--- src/rtl/rd_writeback.sv ---
// rtl/rd_writeback.sv - writeback stage: opcode decode, load extension, 32x32 register file commit
//
// Takes finished results from execute, decides from the opcode whether rd is
// written, and commits into the integer register file. A load parks the FSM in
// LOAD_WAIT until data memory returns the word. The word is then size/sign
// extended according to the latched funct3 before it is written.
//
// Optional feature macro: WB_BYPASS_EN
//   defined   - a read port whose index matches the register being written
//               this cycle returns the value being written.
//   undefined - read ports return the stored value only.
//
// Ports
//   clk, rst                    rising-edge clock, asynchronous active-high reset
//   wb_valid / wb_ready         result handshake from execute
//   wb_opcode, wb_funct3        instruction opcode, load size/sign select
//   wb_rd, wb_result            destination index, ALU/link/immediate result
//   mem_rvalid, mem_rdata       load data return (byte-aligned to bit 0)
//   rs1_addr/rs1_data           combinational read port 1
//   rs2_addr/rs2_data           combinational read port 2
//   commit_valid/rd/data        registered one-cycle pulse describing a write

module rd_writeback #(
    parameter int DATA_W = 32,
    parameter int ADDR_W = 5
) (
    input  logic              clk,
    input  logic              rst,
    input  logic              wb_valid,
    output logic              wb_ready,
    input  logic [6:0]        wb_opcode,
    input  logic [2:0]        wb_funct3,
    input  logic [ADDR_W-1:0] wb_rd,
    input  logic [DATA_W-1:0] wb_result,
    input  logic              mem_rvalid,
    input  logic [DATA_W-1:0] mem_rdata,
    input  logic [ADDR_W-1:0] rs1_addr,
    output logic [DATA_W-1:0] rs1_data,
    input  logic [ADDR_W-1:0] rs2_addr,
    output logic [DATA_W-1:0] rs2_data,
    output logic              commit_valid,
    output logic [ADDR_W-1:0] commit_rd,
    output logic [DATA_W-1:0] commit_data
);

    localparam int NREG = 1 << ADDR_W;

    // opcode[6:2] groups
    localparam logic [4:0] OP_R     = 5'b01100;
    localparam logic [4:0] OP_I_ALU = 5'b00100;
    localparam logic [4:0] OP_LOAD  = 5'b00000;
    localparam logic [4:0] OP_LUI   = 5'b01101;
    localparam logic [4:0] OP_AUIPC = 5'b00101;
    localparam logic [4:0] OP_JAL   = 5'b11011;
    localparam logic [4:0] OP_JALR  = 5'b11001;

    typedef enum logic [0:0] {
        S_IDLE      = 1'b0,
        S_LOAD_WAIT = 1'b1
    } state_t;

    // ------------------------------------------------------------------
    // State
    // ------------------------------------------------------------------
    state_t              state_q, state_d;
    logic                wb_ready_q, wb_ready_d;
    logic [ADDR_W-1:0]   ld_rd_q, ld_rd_d;
    logic [2:0]          ld_funct3_q, ld_funct3_d;
    logic                commit_valid_q, commit_valid_d;
    logic [ADDR_W-1:0]   commit_rd_q, commit_rd_d;
    logic [DATA_W-1:0]   commit_data_q, commit_data_d;
    logic [DATA_W-1:0]   regs_q [NREG];

    // Register-file write port, resolved combinationally for this cycle
    logic                rf_we;
    logic [ADDR_W-1:0]   rf_waddr;
    logic [DATA_W-1:0]   rf_wdata;

    logic [4:0]          op_group;
    logic                op_is_load;
    logic                op_writes_rd;
    logic                xfer;

    // Only opcode[6:2] selects behaviour; the low bits are don't-care.
    logic                unused_opcode_lsbs;
    assign unused_opcode_lsbs = ^wb_opcode[1:0];

    // ------------------------------------------------------------------
    // Load extension by funct3
    // ------------------------------------------------------------------
    function automatic logic [DATA_W-1:0] load_extend(input logic [2:0]        f3,
                                                      input logic [DATA_W-1:0] raw);
        logic [DATA_W-1:0] res;
        case (f3)
            3'b000:  res = {{(DATA_W-8){raw[7]}}, raw[7:0]};
            3'b001:  res = {{(DATA_W-16){raw[15]}}, raw[15:0]};
            3'b100:  res = {{(DATA_W-8){1'b0}}, raw[7:0]};
            3'b101:  res = {{(DATA_W-16){1'b0}}, raw[15:0]};
            default: res = raw; // LW and undefined sizes pass the raw word
        endcase
        return res;
    endfunction

    // ------------------------------------------------------------------
    // Opcode decode
    // ------------------------------------------------------------------
    always_comb begin
        op_group     = wb_opcode[6:2];
        op_is_load   = (op_group == OP_LOAD);
        op_writes_rd = 1'b0;
        case (op_group)
            OP_R, OP_I_ALU, OP_LUI, OP_AUIPC, OP_JAL, OP_JALR: op_writes_rd = 1'b1;
            default:                                           op_writes_rd = 1'b0;
        endcase
    end

    // wb_ready_q is high exactly when the FSM sits in IDLE
    assign xfer = wb_valid & wb_ready_q;

    // ------------------------------------------------------------------
    // Next-state and write-port logic
    // ------------------------------------------------------------------
    always_comb begin
        state_d     = state_q;
        ld_rd_d     = ld_rd_q;
        ld_funct3_d = ld_funct3_q;
        rf_we       = 1'b0;
        rf_waddr    = wb_rd;
        rf_wdata    = wb_result;

        case (state_q)
            S_IDLE: begin
                // mem_rvalid is meaningless here and is ignored
                if (xfer) begin
                    if (op_is_load) begin
                        // Enter LOAD_WAIT even for rd=0 so the memory beat is consumed
                        ld_rd_d     = wb_rd;
                        ld_funct3_d = wb_funct3;
                        state_d     = S_LOAD_WAIT;
                    end else if (op_writes_rd && (wb_rd != '0)) begin
                        rf_we = 1'b1;
                    end
                end
            end
            S_LOAD_WAIT: begin
                // wb_valid is not consumed here: wb_ready is low
                if (mem_rvalid) begin
                    rf_waddr = ld_rd_q;
                    rf_wdata = load_extend(ld_funct3_q, mem_rdata);
                    rf_we    = (ld_rd_q != '0);
                    state_d  = S_IDLE;
                end
            end
            default: state_d = S_IDLE;
        endcase

        wb_ready_d     = (state_d == S_IDLE);
        commit_valid_d = rf_we;
        commit_rd_d    = rf_we ? rf_waddr : '0;
        commit_data_d  = rf_we ? rf_wdata : '0;
    end

    // ------------------------------------------------------------------
    // Sequential state, commit pulse and register file
    // ------------------------------------------------------------------
    always_ff @(posedge clk or posedge rst) begin
        if (rst) begin
            state_q        <= S_IDLE;
            wb_ready_q     <= 1'b1;
            ld_rd_q        <= '0;
            ld_funct3_q    <= '0;
            commit_valid_q <= 1'b0;
            commit_rd_q    <= '0;
            commit_data_q  <= '0;
            for (int i = 0; i < NREG; i++) begin
                regs_q[i] <= '0;
            end
        end else begin
            state_q        <= state_d;
            wb_ready_q     <= wb_ready_d;
            ld_rd_q        <= ld_rd_d;
            ld_funct3_q    <= ld_funct3_d;
            commit_valid_q <= commit_valid_d;
            commit_rd_q    <= commit_rd_d;
            commit_data_q  <= commit_data_d;
            if (rf_we) begin
                regs_q[rf_waddr] <= rf_wdata;
            end
        end
    end

    // ------------------------------------------------------------------
    // Read ports: x0 is hardwired to zero
    // ------------------------------------------------------------------
    always_comb begin
        rs1_data = '0;
        if (rs1_addr != '0) begin
            rs1_data = regs_q[rs1_addr];
`ifdef WB_BYPASS_EN
            if (rf_we && (rf_waddr == rs1_addr)) begin
                rs1_data = rf_wdata;
            end
`endif
        end
    end

    always_comb begin
        rs2_data = '0;
        if (rs2_addr != '0) begin
            rs2_data = regs_q[rs2_addr];
`ifdef WB_BYPASS_EN
            if (rf_we && (rf_waddr == rs2_addr)) begin
                rs2_data = rf_wdata;
            end
`endif
        end
    end

    assign wb_ready     = wb_ready_q;
    assign commit_valid = commit_valid_q;
    assign commit_rd    = commit_rd_q;
    assign commit_data  = commit_data_q;

endmodule
--- config.mk ---
export PLATFORM = sky130hd
export DESIGN_NAME = rd_writeback
export DESIGN_NICKNAME = d
export VERILOG_FILES = /design/src/rtl/rd_writeback.sv
export SDC_FILE = /design/constraint.sdc
export NUM_CORES = 2
export LEC_CHECK = 0
export ABC_AREA = 1
export BUFFER_PORTS_ARGS = -buffer_cell sky130_fd_sc_hd__clkbuf_2
export CORE_MARGIN = 2
export CORE_UTILIZATION = 38
export CTS_CLUSTER_DIAMETER = 60
export DETAILED_ROUTE_END_ITERATION = 12
export PLACE_DENSITY = 0.6
export SLEW_MARGIN = 20
export SYNTH_ARGS = -nofsm -noshare
export SYNTH_HDL_FRONTEND = slang
export SYNTH_SLANG_ARGS = --single-unit
--- constraint.sdc ---
create_clock -name clk -period 84.5 [get_ports clk]
set_input_delay 16.9 -clock clk [delete_from_list [all_inputs] [get_ports clk]]
set_output_delay 16.9 -clock clk [all_outputs]
set_load 0.03 [all_outputs]
==> flow_summary.ini <==
[sta]
hold_viol = 0
post-route-period-util_pct = 45.2
finClkSkew_ns = 0.0430
fin_ws_ns = 46.31
fin_crit_ns = 38.19
fmax_mhz = 26.2
worstMarginPinSlew_ns = 1.25
tns_ns = 0
setup_viol = 0
relSlewSlack_pct = 16.9
rsz0062_at_grt = no
final_max_slew_viol_count = 0

[worst_setup_path]
ff2ff_setup_slack_ns = 79.45
required_ns = 67.60
crit_arrival_ns = 21.29
path_class = in -> out
critical_path.startpoint_type = input port
r2r_end = regs_q[896]
reg2regPathDepth = 11
cp_max_fo = 82
cp-end-kind = output port
r2r-start = state_q

[routing]
num_vias = 68072
routed.top_layer = met5
vias_per_cell = 5.86
drc_errors = 0
antenna_left = 0
drt_iter0_markers = 11764
routed_wl_microns = 286000
met3_length_microns = 34800
drt-met1-wl_microns = 110000
wl_per_cell_microns = 24.6
met2WireLength_microns = 123000
firstDrtPassIters = 7

[placed_design]
placed_cells = 11364
pre_cts_slack_ns = 46.54
gp_congestion = 0.889
port_buffers = 193
place_hpwl_microns = 155000

[worst_hold_path]
min_path_type = reg -> reg
min_from = regs_q[1017]
hold_depth = 0
holdPathEnd = regs_q[1017]

[finish]
final_common_cell = nand2_1
final_cell_mix = nand2_1, nand3_1, dfrtp_1, nor2_1, clkbuf_2
num-nets-final = 9409
areaGrowthSynthToFinish_pct = 10.5
final_layout_size_suffix_gt1_share_pct = 7.50
layout.cells.non_filler = 11612

[clock_tree]
ctsHoldBuffers = 0
clk-insertion-delay-late_ns = 0.82
post_cts_buffers = 0
ctsResizeCount = 0
cts_root_buf = clkbuf_16
cts_max_path_buffers = 3
cts_tree = done
cts_inserted_buffers = 139
clock_sinks = 1072
htree_levels = 4
clk_transition_reported_paths_ns = 0.05

[floorplan]
die_x_microns = 412
boundaryPins = 196
die_h_microns = 412
coreArea_sq_um = 165000
dieArea_sq_um = 170000
rows = 149
start_util_pct = 38.3

[power_and_ir_drop]
p_leak_nw = 35.7
power_w = 0.00145
vdd_ir_drop_max_uv = 18.6
power_density_nw_per_um2 = 20.7

[yosys]
synth_nets = 9784
syn_avg_cell_area_sq_um = 6.53
ys_warn_count = 0
synthCells = 9691
syn-cell-area_sq_um = 63300
synth_seq_cells = 1072
ys_seq_area_share_pct = 42.4
synth.distinct_cells = 28

[grt]
grt_pass1_vias = 63302
antenna_found_initial = 10
overflow = 0
grt_use_total_pct = 32.9
grt_max_degree = 183
grt_pass1_wl_microns = 422000

[flow_run]
max_cap_viol_count = 0

[run_status]
outcome = completed
==> critical path, stage by stage <==
cell and delay (ns):
buf_8 0.27, buf_4 0.65, buf_4 0.76, buf_4 0.93, nand2_1 0.14, nand3_1 0.13, nand3_1 0.15, nand2_1 0.11
nand2_1 0.05, nand2_1 0.08, nor2_1 0.15, nor2_1 0.49, clkbuf_2 0.31
==> state kept, by name, indices dropped and copies added, names as in the netlist <==
| name | cells |
|---|---|
| wb_ready | 1 |
| commit_rd | 5 |
| commit_valid | 1 |
| ld_rd_q | 5 |
| ld_funct3_q | 3 |
| state_q | 1 |
| regs_q | 1024 |
| commit_data | 32 |
==> layer usage <==
metal,track usage (%),vias to the layer above
met5,0,-
met4,18.8,10
met3,7.88,872
met2,48.8,4588
met1,43.9,32309
li1,-,30293
==> where the power goes <==
group / internal, W / leakage (nW) / switching, W
Clock: 0.000396 / 2.42 / 0.000255
Sequential: 0.000551 / 14.7 / 0.0000290
Combinational: 0.0000555 / 18.5 / 0.000163
Total: 0.00100 / 35.7 / 0.000447
==> logic make-up after synthesis <==
| kind of cell | synth area share [%] |
|---|---|
| muxes | 0.0178 |
| DFF | 42.4 |
| and+or+nand+nor | 48.5 |
| AOI/OAI and AO/OA | 2.52 |
| buffers and inverters | 6.55 |
==> area by class of cell <==
type,instances,area [sq um]
fill,17219,95300
clock buffer,188,3980
timing repair buffer,367,2460
tap,2189,2740
multi-input combinational,7629,32500
antenna,1,2.50
clock inverter,59,982
sequential,1072,26800
inverter,107,457
==> metrics by stage <==
stage / cell area (sq um) / hold slack, ns / util, %
after global placement: 64900 / 0.386 / 39.3
after detailed placement: 64900 / 0.391 / 39.3
after CTS: 69900 / 0.403 / 42.3
after floorplan: 63300 / 0.442 / -
after global routing: 69900 / 0.410 / 42.3
final: 69900 / 0.401 / 42.3
==> worst max path at each step <==
| stage | start | to | slack, ns | cells past startpoint |
|---|---|---|---|---|
| final | rs2_addr[0] | rs2_data[29] | 46.31 | 13 |
| after global routing | rs2_addr[0] | rs2_data[29] | 46.20 | 13 |
| after CTS | rs2_addr[0] | rs2_data[29] | 46.53 | 13 |
| after detailed placement | rs2_addr[0] | rs2_data[29] | 46.54 | 13 |
| after global placement | rs2_addr[0] | rs2_data[11] | 46.54 | 13 |
| after floorplan | rst | commit_data[0] | 37.42 | 1 |
==> cells in the mapped netlist (all sizes together) <==
cell	instances	area (sq um)
a21oi	134	671
and3	1	6.26
buf	400	1930
clkbuf	483	1810
clkinv	1	3.75
dfrtp	1071	26800
dfstp	1	26.3
inv	106	398
mux2	1	11.3
nand2	4540	17100
nand3	2379	12000
nand4	3	18.8
nor2	367	1510
nor3	2	10.0
o21ai	170	877
o22ai	8	50.1
or2	24	150
Note: power is estimated with default switching activity, not from simulation.
